--- src/rtl/dizy_stream_ctrl_pkg.sv ---
// Shared definitions for the DIZY stream controller.
//   - Core widths (state/key per share) and rand-bit width.
//   - LFSR polynomial, reset value and step/advance helpers.
//   - Controller FSM state encoding.
package dizy_stream_ctrl_pkg;

    localparam int unsigned DIZY_SIZE_STATE = 128;
    localparam int unsigned DIZY_SIZE_KEY   = 128;
    localparam int unsigned DIZY_RAND_W     = 20;

    localparam int unsigned LFSR_W     = 32;
    // x^32 + x^22 + x^2 + x + 1, right-shifting Galois form
    localparam logic [31:0] LFSR_POLY  = 32'h8020_0003;
    localparam logic [31:0] LFSR_RESET = 32'h0000_0001;

    typedef enum logic [2:0] {
        StIdle      = 3'd0,
        StInitIssue = 3'd1,
        StInitWait  = 3'd2,
        StGenIssue  = 3'd3,
        StGenWait   = 3'd4
    } dizy_fsm_e;

    function automatic logic [31:0] lfsr_step(input logic [31:0] s);
        return s[0] ? ((s >> 1) ^ LFSR_POLY) : (s >> 1);
    endfunction

    // One core rand request consumes DIZY_RAND_W fresh bits.
    function automatic logic [31:0] lfsr_advance(input logic [31:0] s);
        logic [31:0] r;
        r = s;
        for (int i = 0; i < DIZY_RAND_W; i++) begin
            r = lfsr_step(r);
        end
        return r;
    endfunction

endpackage

--- src/rtl/dizy_prng_lfsr.sv ---
// Rand-bit source for the masked DIZY core.
//   clk, rst    : clock, async active-high reset
//   seed_load   : load seed this cycle (a zero seed loads LFSR_RESET)
//   seed        : 32-bit seed
//   advance     : step the LFSR DIZY_RAND_W times
//   rand_bits   : low DIZY_RAND_W bits of the LFSR register
module dizy_prng_lfsr
    import dizy_stream_ctrl_pkg::*;
(
    input  logic                   clk,
    input  logic                   rst,
    input  logic                   seed_load,
    input  logic [LFSR_W-1:0]      seed,
    input  logic                   advance,
    output logic [DIZY_RAND_W-1:0] rand_bits
);

    logic [LFSR_W-1:0] lfsr_q;

    always_ff @(posedge clk or posedge rst) begin
        if (rst) begin
            lfsr_q <= LFSR_RESET;
        end else if (seed_load) begin
            // all-zero state would lock the LFSR
            lfsr_q <= (seed == '0) ? LFSR_RESET : seed;
        end else if (advance) begin
            lfsr_q <= lfsr_advance(lfsr_q);
        end
    end

    assign rand_bits = lfsr_q[DIZY_RAND_W-1:0];

endmodule

--- src/rtl/dizy_stream_ctrl.sv ---
// Sequencer for the masked 1-round-per-cycle DIZY core.
//   Command side : cmd_valid/cmd_ready, cmd_init (1=INIT, 0=GEN), cmd_key_a/b, cmd_nblk,
//                  cmd_err (pulse: GEN before any INIT)
//   Seed         : seed_valid/seed, honoured in IDLE only
//   Output side  : out_valid/out_ready, out_a/b (state shares), out_last
//   Core side    : core_load/core_next, core_key_a/b, core_rand_bits, core_req_rand,
//                  core_busy, core_state_a/b
module dizy_stream_ctrl
    import dizy_stream_ctrl_pkg::*;
#(
    parameter int unsigned SIZE_STATE = DIZY_SIZE_STATE,
    parameter int unsigned SIZE_KEY   = DIZY_SIZE_KEY,
    parameter int unsigned CNT_W      = 16,
    parameter int unsigned SEED_W     = LFSR_W
) (
    input  logic                   clk,
    input  logic                   rst,
    input  logic                   cmd_valid,
    output logic                   cmd_ready,
    input  logic                   cmd_init,
    input  logic [SIZE_KEY-1:0]    cmd_key_a,
    input  logic [SIZE_KEY-1:0]    cmd_key_b,
    input  logic [CNT_W-1:0]       cmd_nblk,
    output logic                   cmd_err,
    input  logic                   seed_valid,
    input  logic [SEED_W-1:0]      seed,
    output logic                   out_valid,
    input  logic                   out_ready,
    output logic [SIZE_STATE-1:0]  out_a,
    output logic [SIZE_STATE-1:0]  out_b,
    output logic                   out_last,
    output logic                   core_load,
    output logic                   core_next,
    output logic [SIZE_KEY-1:0]    core_key_a,
    output logic [SIZE_KEY-1:0]    core_key_b,
    output logic [DIZY_RAND_W-1:0] core_rand_bits,
    input  logic                   core_req_rand,
    input  logic                   core_busy,
    input  logic [SIZE_STATE-1:0]  core_state_a,
    input  logic [SIZE_STATE-1:0]  core_state_b
);

    dizy_fsm_e             state_q;
    logic                  inited_q;
    logic [CNT_W-1:0]      cnt_q;
    logic [SIZE_KEY-1:0]   key_a_q, key_b_q;
    logic [SIZE_STATE-1:0] out_a_q, out_b_q;
    logic                  out_valid_q, out_last_q;
    logic                  core_load_q, core_next_q, cmd_err_q;

    logic accept;
    logic out_pop;
    logic out_free;

    // The core has no reset: after a mid-run reset, wait out the orphaned run.
    assign cmd_ready = (state_q == StIdle) && !core_busy;
    assign accept    = cmd_valid && cmd_ready;
    assign out_pop   = out_valid_q && out_ready;
    assign out_free  = !out_valid_q || out_pop;

    always_ff @(posedge clk or posedge rst) begin
        if (rst) begin
            state_q     <= StIdle;
            inited_q    <= 1'b0;
            cnt_q       <= '0;
            key_a_q     <= '0;
            key_b_q     <= '0;
            out_a_q     <= '0;
            out_b_q     <= '0;
            out_valid_q <= 1'b0;
            out_last_q  <= 1'b0;
            core_load_q <= 1'b0;
            core_next_q <= 1'b0;
            cmd_err_q   <= 1'b0;
        end else begin
            core_load_q <= 1'b0;
            core_next_q <= 1'b0;
            cmd_err_q   <= 1'b0;
            if (out_pop) begin
                out_valid_q <= 1'b0;
            end

            case (state_q)
                StIdle: begin
                    if (accept) begin
                        key_a_q <= cmd_key_a;
                        key_b_q <= cmd_key_b;
                        if (cmd_init) begin
                            state_q     <= StInitIssue;
                            core_load_q <= 1'b1;
                        end else if (!inited_q) begin
                            cmd_err_q <= 1'b1;
                        end else if (cmd_nblk != '0) begin
                            cnt_q       <= cmd_nblk;
                            state_q     <= StGenIssue;
                            core_next_q <= 1'b1;
                        end
                    end
                end
                StInitIssue: state_q <= StInitWait;
                StInitWait: begin
                    // busy already high here: it rises on the edge that samples load
                    if (!core_busy) begin
                        inited_q <= 1'b1;
                        state_q  <= StIdle;
                    end
                end
                StGenIssue: state_q <= StGenWait;
                StGenWait: begin
                    // Core state is stable while idle, so holding here loses nothing.
                    if (!core_busy && out_free) begin
                        out_a_q     <= core_state_a;
                        out_b_q     <= core_state_b;
                        out_valid_q <= 1'b1;
                        out_last_q  <= (cnt_q == CNT_W'(1));
                        cnt_q       <= cnt_q - CNT_W'(1);
                        if (cnt_q != CNT_W'(1)) begin
                            state_q     <= StGenIssue;
                            core_next_q <= 1'b1;
                        end else begin
                            state_q <= StIdle;
                        end
                    end
                end
                default: state_q <= StIdle;
            endcase
        end
    end

    assign cmd_err    = cmd_err_q;
    assign out_valid  = out_valid_q;
    assign out_a      = out_a_q;
    assign out_b      = out_b_q;
    assign out_last   = out_last_q;
    assign core_load  = core_load_q;
    assign core_next  = core_next_q;
    assign core_key_a = key_a_q;
    assign core_key_b = key_b_q;

    dizy_prng_lfsr u_prng (
        .clk       (clk),
        .rst       (rst),
        .seed_load (seed_valid && (state_q == StIdle)),
        .seed      (seed),
        .advance   (core_req_rand),
        .rand_bits (core_rand_bits)
    );

endmodule
--- config.mk ---
export PLATFORM = sky130hd
export DESIGN_NAME = dizy_stream_ctrl
export DESIGN_NICKNAME = d
export VERILOG_FILES = /design/src/rtl/dizy_stream_ctrl_pkg.sv /design/src/rtl/dizy_prng_lfsr.sv /design/src/rtl/dizy_stream_ctrl.sv
export SDC_FILE = /design/constraint.sdc
export NUM_CORES = 1
export LEC_CHECK = 0
export ABC_CLOCK_PERIOD_IN_PS = 17500
export BUFFER_PORTS_ARGS = -buffer_cell sky130_fd_sc_hd__clkbuf_2
export CAP_MARGIN = 20
export CELL_PAD_IN_SITES_DETAIL_PLACEMENT = 1
export CELL_PAD_IN_SITES_GLOBAL_PLACEMENT = 1
export CORE_AREA = 5 5 423 425
export CTS_CLUSTER_DIAMETER = 50
export DETAILED_ROUTE_END_ITERATION = 6
export DIE_AREA = 0 0 428 430
export GPL_TIMING_DRIVEN = 0
export HOLD_SLACK_MARGIN = 0.08
export PLACE_DENSITY_LB_ADDON = 0.25
export REMOVE_ABC_BUFFERS = 1
export SLEW_MARGIN = 40
export SYNTH_ARGS = -nofsm -noshare
export SYNTH_HDL_FRONTEND = slang
export SYNTH_HIERARCHICAL = 1
export SYNTH_SLANG_ARGS = --single-unit
export TNS_END_PERCENT = 20
--- constraint.sdc ---
create_clock -name clk -period 17.5 [get_ports clk]
set_input_delay 0.875 -clock clk [delete_from_list [all_inputs] [get_ports clk]]
set_output_delay 0.875 -clock clk [all_outputs]
set_load 0.05 [all_outputs]
### Word level (Yosys, flattened, before mapping)

Cells that the tools add are included.

* bits in registers: 569
* output and inout bits: 538

* add/subtract/negate cells: 1
* reductions and logical operators: 18
* muxes and demuxes: 54
* equality and inequality tests: 14
* bitwise logic cells: 21

Operator list (count)
* $mux W32: 23
* $mux W16: 5
* $not A3 Y4: 20
* $logic_not A32 Y1: 1
* $pmux W16 S2: 1
* $mux W3: 6
* $eq A16 B1 Y1 const B: 1
* $mux W1: 16
* $ne A16 B1 Y1 const B: 1
* $reduce_bool A16 Y1: 1
* $sub A16 B1 Y16 const B: 1
* $pmux W3 S5: 1
* $ne A2 B2 Y1 const B: 5
* $eq A3 B2 Y1 const B: 2
* $reduce_and A2 Y1: 3
* $reduce_and A6 Y1: 1
* $logic_and A1 B1 Y1: 5
* $reduce_and A5 Y1: 1
* $reduce_bool A2 Y1: 2
* $eq A3 B1 Y1 const B: 1
* $eq A3 B3 Y1 const B: 1
* $logic_not A3 Y1: 1
* $ne A3 B2 Y1 const B: 1
* $ne A3 B3 Y1 const B: 1
* other kinds (6): 7

### Longest topological paths before layout

Gate-level depths: netlist of the first run.

* depth in word-level cells: 42
* gate-level depth with buffers: 8
* depth with buffers taken out: 7

### Cells and area by module

The synthesis of the first run kept the hierarchy.

By module, submodules not included
* dizy_stream_ctrl: cells each 1262, instances 1, area each 20430.8 µm²
* dizy_prng_lfsr: cells each 250, instances 1, area each 2427.3 µm²

### Worst setup path before layout of the first run

Ideal clock, no wire load.

* path kind: in2out
* from: in core_busy
* to: out cmd_ready
* path slack: 14.301 ns
* data required time: 16.625 ns
* arrival time: 2.324 ns
* stages: 1
* path buffers: 0
* cell sequence: nor4_1

* word-level cells in the longest chain between the ends: 2

Ends and longest elaborated chain
* from (decl): RTL line dizy_stream_ctrl.sv:38 `input logic core_busy,`
* $logic_not A1 Y1: RTL line dizy_stream_ctrl.sv:56 `assign cmd_ready = (state_q == StIdle) && !core_busy;`
* $logic_and A1 B1 Y1: RTL line dizy_stream_ctrl.sv:56
* to (decl): RTL line dizy_stream_ctrl.sv:19 `output logic cmd_ready,`

Every way passes these cells.

### Worst setup path after layout of the first run

* from: reg state_q[2]
* to: reg out_a_q[77], in the netlist out_a[77]

* word-level cells in the longest chain between the ends: 2

Ends and longest elaborated chain
* from (decl): RTL line dizy_stream_ctrl.sv:43 `dizy_fsm_e state_q;`
* from (signal assigned): RTL line dizy_stream_ctrl.sv:63 `state_q <= StIdle;`
* from (signal assigned): RTL line dizy_stream_ctrl.sv:89 `state_q <= StInitIssue;`
* from (signal assigned): RTL line dizy_stream_ctrl.sv:95 `state_q <= StGenIssue;`
* $eq A3 B3 Y1: RTL line dizy_stream_ctrl.sv:83 `case (state_q)`
* $reduce_and A2 Y1 (no line)
* to (signal assigned): RTL line dizy_stream_ctrl.sv:112 `out_a_q <= core_state_a;`
* to (decl): RTL line dizy_stream_ctrl.sv:47 `logic [SIZE_STATE-1:0] out_a_q, out_b_q;`

Every way passes these cells.
A chain may end at the register's enable or synchronous reset.

==> qor.csv, run 1 <==
stage,metric,value,unit
synth,async_flop_share,100,%
setup_path,crit_start,state_q[2]$_DFFE_PP0P_,
synth,syn-instance-count,1512,
synth,ys_ff_latch,569,
setup_path,path_cells,or3b_1 > nor3_4 > buf_6 > buf_6 > buf_6 > buf_6 > buf_6 > buf_6 > buf_8 > mux2_2,
timing,relSlewSlack,47.2,%
timing,drv_slew,0,
placement,gp_congestion,0.932,
setup_path,path_common_cell,buf_6,
cts,cts_made_buffers,121,
cts,cts.sinks,569,
synth,yosysTopAreaCell,dfrtp_1,
cts,htreeDepth,3,
die,die_w,428,um
synth,synthAdderAreaFrac,0.109,%
status,status,"complete, no violations",
die,die_h,430,um
setup_path,crit_type,register to register,
detailed_routing,drt-total-wl,140,mm
synth,syn_area,22900,um^2
timing,fmax,296,MHz
die,rows,154,
timing,worstMarginPinSlew,0.785,ns
die,start_util,13.1,%
cells_and_area,nNetsFinal,3267,
cts,cts_tree,yes,
timing,fin_skew,0.0250,ns
detailed_routing,routed-via-count,18000,
synth,synth_compound_area_share,3.04,%
synth,synth_xor_area_share,3.36,%
timing,hold_viol,0,
die,die_area,184000,um^2
detailed_routing,avgViaCountPerCell,3.50,
setup_path,crit_arrival,3.99,ns
setup_path,worstPathMaxFanout,19,
synth,synth_seq_area_share,62.3,%
grt,grt_util_all_layers,14.8,%
setup_path,path_delay_family,buffers and inverters,
cts,clk_path_buf_depth,3,
synth,synth_cell_types,53,
detailed_routing,route.detailed.drc,0,
detailed_routing,drt-initial-drc-count,813,
cts,ctsResizeCount,0,
synth,synth-edff-count,0,
grt,grt_pass1_vias,19400,
detailed_routing,dr.pass1.iters,4,
synth,synth_top_family_by_area,multiplexers,
setup_path,required,18.11,ns
cts,worst_skew_pair.late_latency,0.73,ns
grt,overflow,0,
die,coreArea,175000,um^2
setup_path,critical_path_buf_inv_count,7,
setup_path,start_kind,register,
worst_hold_path,min_path_type,primary input to register,
cts,cts_root_buf,clkbuf_16,
detailed_routing,drtAntennaViolNets,0,
placement,port_buffers,1105,
synth,synth_ff_type,dfrtp_1,
detailed_routing,wl_per_cell,27.2,um
cells_and_area,finalNonFillerCells,5157,
synth,synth.avg_cell_area,15.1,um^2
synth,ys_warn_count,6,
setup_path,critical-path-max-stage-delay,0.73,ns
synth,synth_mux_area_share,25.8,%
cells_and_area,fillers,19900,
worst_hold_path,hp-start,core_state_a[49],
timing,post-route-min-period,3.38,ns
timing,period_share,19.3,%
placement,hpwlAfterDp,119,mm
synth,synth_area_leaders,"dfrtp_1 (62%), mux2_2 (25%), buf_4 (1.4%)",
grt,antenna_found_initial,103,
cells_and_area,layout-drive-gt1-share,68.2,%
setup_path,critPathSlowestCell,or3b_1,
grt,grt_pass1_wl,186,mm
synth,synth_simple_gate_area_share,2.71,%
timing,rsz0062_at_grt,no,
cts,clk_pin_slew,0.06,ns
timing,setup_viol,0,
setup_path,timing.rr.start,state_q[2]$_DFFE_PP0P_,
die,ios,1106,
grt,grt_max_degree,70,
cells_and_area,area_growth,57.7,%
placement,place_inst,4913,
job,maxCapViolCount,0,
synth,yosys.area.top_type_share,62.2,%
setup_path,cp-end-kind,register,
==> cell usage after synthesis (2+ instances only) <==
cell type	n
mux2_2	515
xnor2_2	6
clkbuf_1	15
o22ai_1	4
xor3_1	2
a31oi_1	3
nand3_1	6
nand2b_1	4
buf_2	35
mux2i_1	10
dfrtp_1	568
xnor2_1	37
nor2_1	18
xor2_1	18
nor3_1	19
xnor3_1	4
nor4_1	17
ha_1	2
inv_1	9
nor3b_1	4
a211oi_1	3
buf_1	4
buf_4	44
nor2b_1	3
o22a_1	2
and2_1	2
a22oi_1	8
a21oi_1	30
a21boi_0	2
nand2_1	38
nand4_1	6
o21ai_0	46
a21o_1	5
o21a_1	4
==> layout by cell type, fill, tap and decap left out, types with 10 or more instances in the layout <==
cell type      n
clkbuf_16    124
clkbuf_8      16
nand2_1       38
clkinvlp_4    14
buf_16        10
o21ai_0       46
dfrtp_1      568
nor3_1        18
clkbuf_1      12
inv_6         17
xor2_1        18
clkbuf_2    1104
a21oi_1       30
mux2i_1       10
buf_6         22
clkinv_2      13
nor4_1        16
bufinv_16     18
clkinv_4      12
nor2_1        18
xnor2_1       37
diode_2       15
mux2_2       515
==> per-layer routing <==
metal | vias up | global-route usage (%) | wire length (um)
li1 | 7782 | - | -
met1 | 9227 | 18.1 | 56900
met2 | 754 | 24.7 | 67600
met3 | 284 | 5.93 | 12600
met4 | 2 | 3.13 | 3240
met5 | - | 0 | 13
==> kinds of logic (layout without fill, tap and decap cells) <==
kind of cell	after synthesis	count (layout)
AO/OA/AOI/OAI	117	117
other	0	15
adder cells (fa/ha/maj)	2	2
multiplexers	525	525
flip-flops	569	569
buffers and inverters	107	1397
XOR/XNOR	69	69
AND/OR/NAND/NOR	123	123
==> path summary, 6_finish.rpt <==
kind | end | slack (ns) | cells after the start
setup / recovery | out_a[77]$_DFFE_PP0P_ | 14.12 | 10
max in group asynchronous | out_b[31]$_DFFE_PP0P_ | 15.02 | 7
hold / removal | out_a[49]$_DFFE_PP0P_ | 0.37 | 2
hold reg to reg | out_a[68]$_DFFE_PP0P_ | 0.50 | 1
min in group asynchronous | core_key_b[109]$_DFFE_PP0P_ | 0.70 | 3
setup reg to reg | out_a[77]$_DFFE_PP0P_ | 14.12 | 10
==> timing repair <==
item / in CTS / in global routing
hold buffers: 1 / 0
setup buffers: 0 / 0
hold endpoints to repair: 28 / 0
==> flip-flops by register name (all words and copies together) (netlist names) <==
| name | count |
|---|---|
| inited_q | 1 |
| out_last | 1 |
| out_valid | 1 |
| state_q | 3 |
| u_prng/lfsr_q | 32 |
| core_next | 1 |
| cnt_q | 16 |
| core_load | 1 |
| cmd_err | 1 |
| out_b | 128 |
| out_a | 128 |
| core_key_b | 128 |
| core_key_a | 128 |
==> metrics by stage <==
| step | TNS, ns | utilization (%) | instance area [um^2] | hold WS (ns) | setup slack, ns |
|---|---|---|---|---|---|
| floorplan | 0 | - | 22300 | 0.472 | 1.62 |
| global placement | -4757.75 | 17.6 | 30700 | 0.488 | -9.03 |
| detailed placement | 0 | 18.1 | 31600 | 0.492 | 14.06 |
| CTS | 0 | 20.6 | 36000 | 0.248 | 14.06 |
| global route | 0 | 20.6 | 36000 | 0.276 | 13.91 |
| finish | 0 | 20.6 | 36100 | 0.370 | 14.12 |
==> area by class of cell <==
cell class | instances | area, um^2 | area share, %
antenna | 15 | 37.5 | 0.104
clock buffer | 152 | 3370 | 9.34
clock inverter | 76 | 1010 | 2.81
inverter | 9 | 41.3 | 0.115
multi-input combinational | 836 | 8050 | 22.3
sequential | 569 | 14200 | 39.5
tap | 2340 | 2930 | 8.12
timing repair buffer | 1160 | 6370 | 17.7
Power of run 1 is left out: the tool's default activity adds up to more than one toggle a clock period on the data nets, which glitch-free logic cannot reach.
==> run 2, diff against run 1 <==
- ABC_CLOCK_PERIOD_IN_PS: 17500 -> 3400
- clock period: 17.5 -> 3.4 ns (I/O delays scaled with it)
==> qor.csv, run 2 (same netlist as run 1, synthesis figures left out) <==
stage,metric,value,unit,change
status,status,"complete, no violations",,unchanged
timing,fin_skew,0.0287,ns,was 0.0250 ns
detailed_routing,drt-initial-drc-count,735,,was 813
die,die_w,428,um,unchanged
cells_and_area,area_growth,84.6,%,was 57.7%
power,power_density,1330,nW/um^2,
grt,grt_pass1_wl,195,mm,was 186 mm
power,peakVddDrop,0.922,mV,
timing,rsz0062_at_grt,no,,unchanged
setup_path,crit_type,register to register,,unchanged
power,p_leak,19.5,nW,
timing,relSlewSlack,46.6,%,was 47.2%
grt,overflow,0,,unchanged
die,die_h,430,um,unchanged
grt,antenna_found_initial,81,,was 103
die,rows,154,,unchanged
timing,hold_viol,0,,unchanged
power,pwr-share-seq,23.4,%,
setup_path,start_kind,register,,unchanged
cells_and_area,final_common_cell,clkbuf_2,,unchanged
detailed_routing,drtAntennaViolNets,0,,unchanged
grt,grt_max_degree,70,,unchanged
cts,cts.sinks,569,,unchanged
timing,fin_ws,0.202,ns,was 14.12 ns
power,switchingPower,27.7,mW,
setup_path,timing.rr.start,u_prng/lfsr_q[0]$_DFFE_PP1P_,,was state_q[2]$_DFFE_PP0P_
job,maxCapViolCount,0,,unchanged
detailed_routing,dr.pass1.iters,5,,was 4
cts,cts_tree,yes,,unchanged
cells_and_area,nNetsFinal,3880,,was 3267
cts,cts_made_buffers,121,,unchanged
setup_path,cp-end-kind,register,,unchanged
worst_hold_path,min_path_type,primary input to register,,unchanged
setup_path,crit_start,u_prng/lfsr_q[0]$_DFFE_PP1P_,,was state_q[2]$_DFFE_PP0P_
timing,fmax,313,MHz,was 296 MHz
die,die_area,184000,um^2,unchanged
die,start_util,13.1,%,unchanged
setup_path,r2r_setup_slack,0.20,ns,was 14.12 ns
detailed_routing,wl_per_cell,24.9,um,was 27.2 um
power,pwr-share-comb,53.7,%,
die,coreArea,175000,um^2,unchanged
detailed_routing,drt-total-wl,144,mm,was 140 mm
cts,cts_root_buf,clkbuf_16,,unchanged
timing,period_share,94.1,%,was 19.3%
setup_path,crit_path_end,u_prng/lfsr_q[30]$_DFFE_PP0P_,,was out_a[77]$_DFFE_PP0P_
timing,drv_slew,0,,unchanged
cts,post_cts_buffers,0,,unchanged
timing,whs,0.197,ns,was 0.370 ns
grt,grt_util_all_layers,15.2,%,was 14.8%
detailed_routing,routed-via-count,20400,,was 18.0k
setup_path,required,4.00,ns,was 18.11 ns
cts,htreeDepth,3,,unchanged
setup_path,ff2ff_path_depth,8,,was 10
placement,port_buffers,1105,,unchanged
cells_and_area,layout-drive-gt1-share,56.0,%,was 68.2%
detailed_routing,avgViaCountPerCell,3.54,,was 3.50
cts,clk_pin_slew,0.05,ns,was 0.06 ns
power,clkPwrFrac,23.0,%,
placement,gp_congestion,0.932,,unchanged
setup_path,rr_endpoint,u_prng/lfsr_q[30]$_DFFE_PP0P_,,was out_a[77]$_DFFE_PP0P_
setup_path,crit_arrival,3.79,ns,was 3.99 ns
placement,hpwlAfterDp,119,mm,unchanged
timing,setup_viol,0,,unchanged
timing,worstMarginPinSlew,0.793,ns,was 0.785 ns
grt,grt_pass1_vias,22800,,was 19.4k
timing,post-route-min-period,3.20,ns,was 3.38 ns
cts,clk_path_buf_depth,3,,unchanged
die,ios,1106,,unchanged
placement,dp_worst_setup_slack,-0.0407,ns,was 14.06 ns
detailed_routing,route.detailed.drc,0,,unchanged
cts,worst_skew_pair.late_latency,0.73,ns,about the same
power,intPower,28.3,mW,
power,p_sw_share,49.4,%,
setup_path,worstPathMaxFanout,7,,was 19
cells_and_area,layout_common_cells,"clkbuf_2 (1104), dlygate4sd3_1 (614), dfrtp_1 (568), mux2_2 (515), clkbuf_16 (124)",,"was clkbuf_2 (1104), dfrtp_1 (568), mux2_2 (515), clkbuf_16 (124), o21ai_0 (46)"
==> run 2: cell types whose count changed in the layout (fill, tap and decap cells not counted), sizes merged <==
cell,change
dlygate4sd3,+613
diode,+2
==> run 2: per-layer routing <==
| layer | vias to the layer above | wire (um) | global-route usage (%) |
|---|---|---|---|
| met5 | - | 24 | 0 |
| met4 | 4 | 3600 | 3.22 |
| met3 | 260 | 12300 | 5.92 |
| met2 | 745 | 69300 | 25.6 |
| met1 | 10400 | 58300 | 18.4 |
| li1 | 9011 | - | - |
==> run 2: worst min path at each step <==
| stage | startpoint | slack [ns] | to | cells after the start |
|---|---|---|---|---|
| after floorplan | core_busy | 0.27 | core_next$_DFF_PP0_ | 1 |
| after CTS | core_state_a[42] | 0.08 | out_a[42]$_DFFE_PP0P_ | 3 |
| after detailed placement | rst | 0.15 | core_key_b[79]$_DFFE_PP0P_ | 2 |
| after global routing | cmd_key_a[33] | 0.13 | core_key_a[33]$_DFFE_PP0P_ | 3 |
| after global placement | core_state_a[103] | 0.40 | out_a[103]$_DFFE_PP0P_ | 2 |
| final | cmd_key_b[91] | 0.20 | core_key_b[91]$_DFFE_PP0P_ | 3 |
==> run 2: repair_timing <==
| action | CTS | global route |
|---|---|---|
| hold buffers | 614 | 0 |
| endpoints found under the hold margin | 887 | 0 |
| endpoints found under the setup margin | 11 | 22 |
| gates cloned | 0 | 0 |
| gates resized for setup | 1 | 2 |
| pin swaps | 0 | 0 |
==> run 2: layout make-up <==
type / count / area, um^2
Fill cell: 19800 / 133000
Sequential cell: 569 / 14200
Timing Repair Buffer: 1773 / 12500
Multi-Input combinational cell: 836 / 8050
Clock buffer: 152 / 3370
Tap cell: 2340 / 2930
Clock inverter: 76 / 1010
Antenna cell: 17 / 42.5
Inverter: 9 / 41.3
==> run 2: power groups by stage <==
| stage | Clock, mW | Combinational, mW | Sequential, mW |
|---|---|---|---|
| 5_1_grt | 13.6 | 31.7 | 13.5 |
| 2_1_floorplan | 0 | 9.77 | 23.4 |
| 4_1_cts | 13.4 | 30.5 | 13.1 |
| 3_3_place_gp | 0 | 29.1 | 13.1 |
| 3_5_place_dp | 0 | 28.9 | 13.1 |
| 6_report | 12.9 | 30.0 | 13.1 |
==> run 2: critical path, cell delays in order (launching register included) <==
cell,delay (ns)
dfstp_2,0.64
xnor2_2,0.19
xor3_1,0.53
xnor2_1,0.35
xnor2_2,0.19
xnor2_1,0.11
mux2_2,0.27
mux2_2,0.25
dlygate4sd3_1,0.55
==> run 2: metrics by stage <==
stage	instance area [um^2]	utilization (%)	TNS (ns)	std cells	power (mW)
after detailed placement	31600	18.1	-0.364	4913	42.1
final	42200	24.1	0	5772	56.0
after floorplan	22300	-	-8948.83	1414	33.2
after CTS	42100	24.1	0	5755	57.0
after global routing	42200	24.1	0	5759	58.8
after global placement	30700	17.6	-	4859	42.1
(Power assumes the default switching activity.)
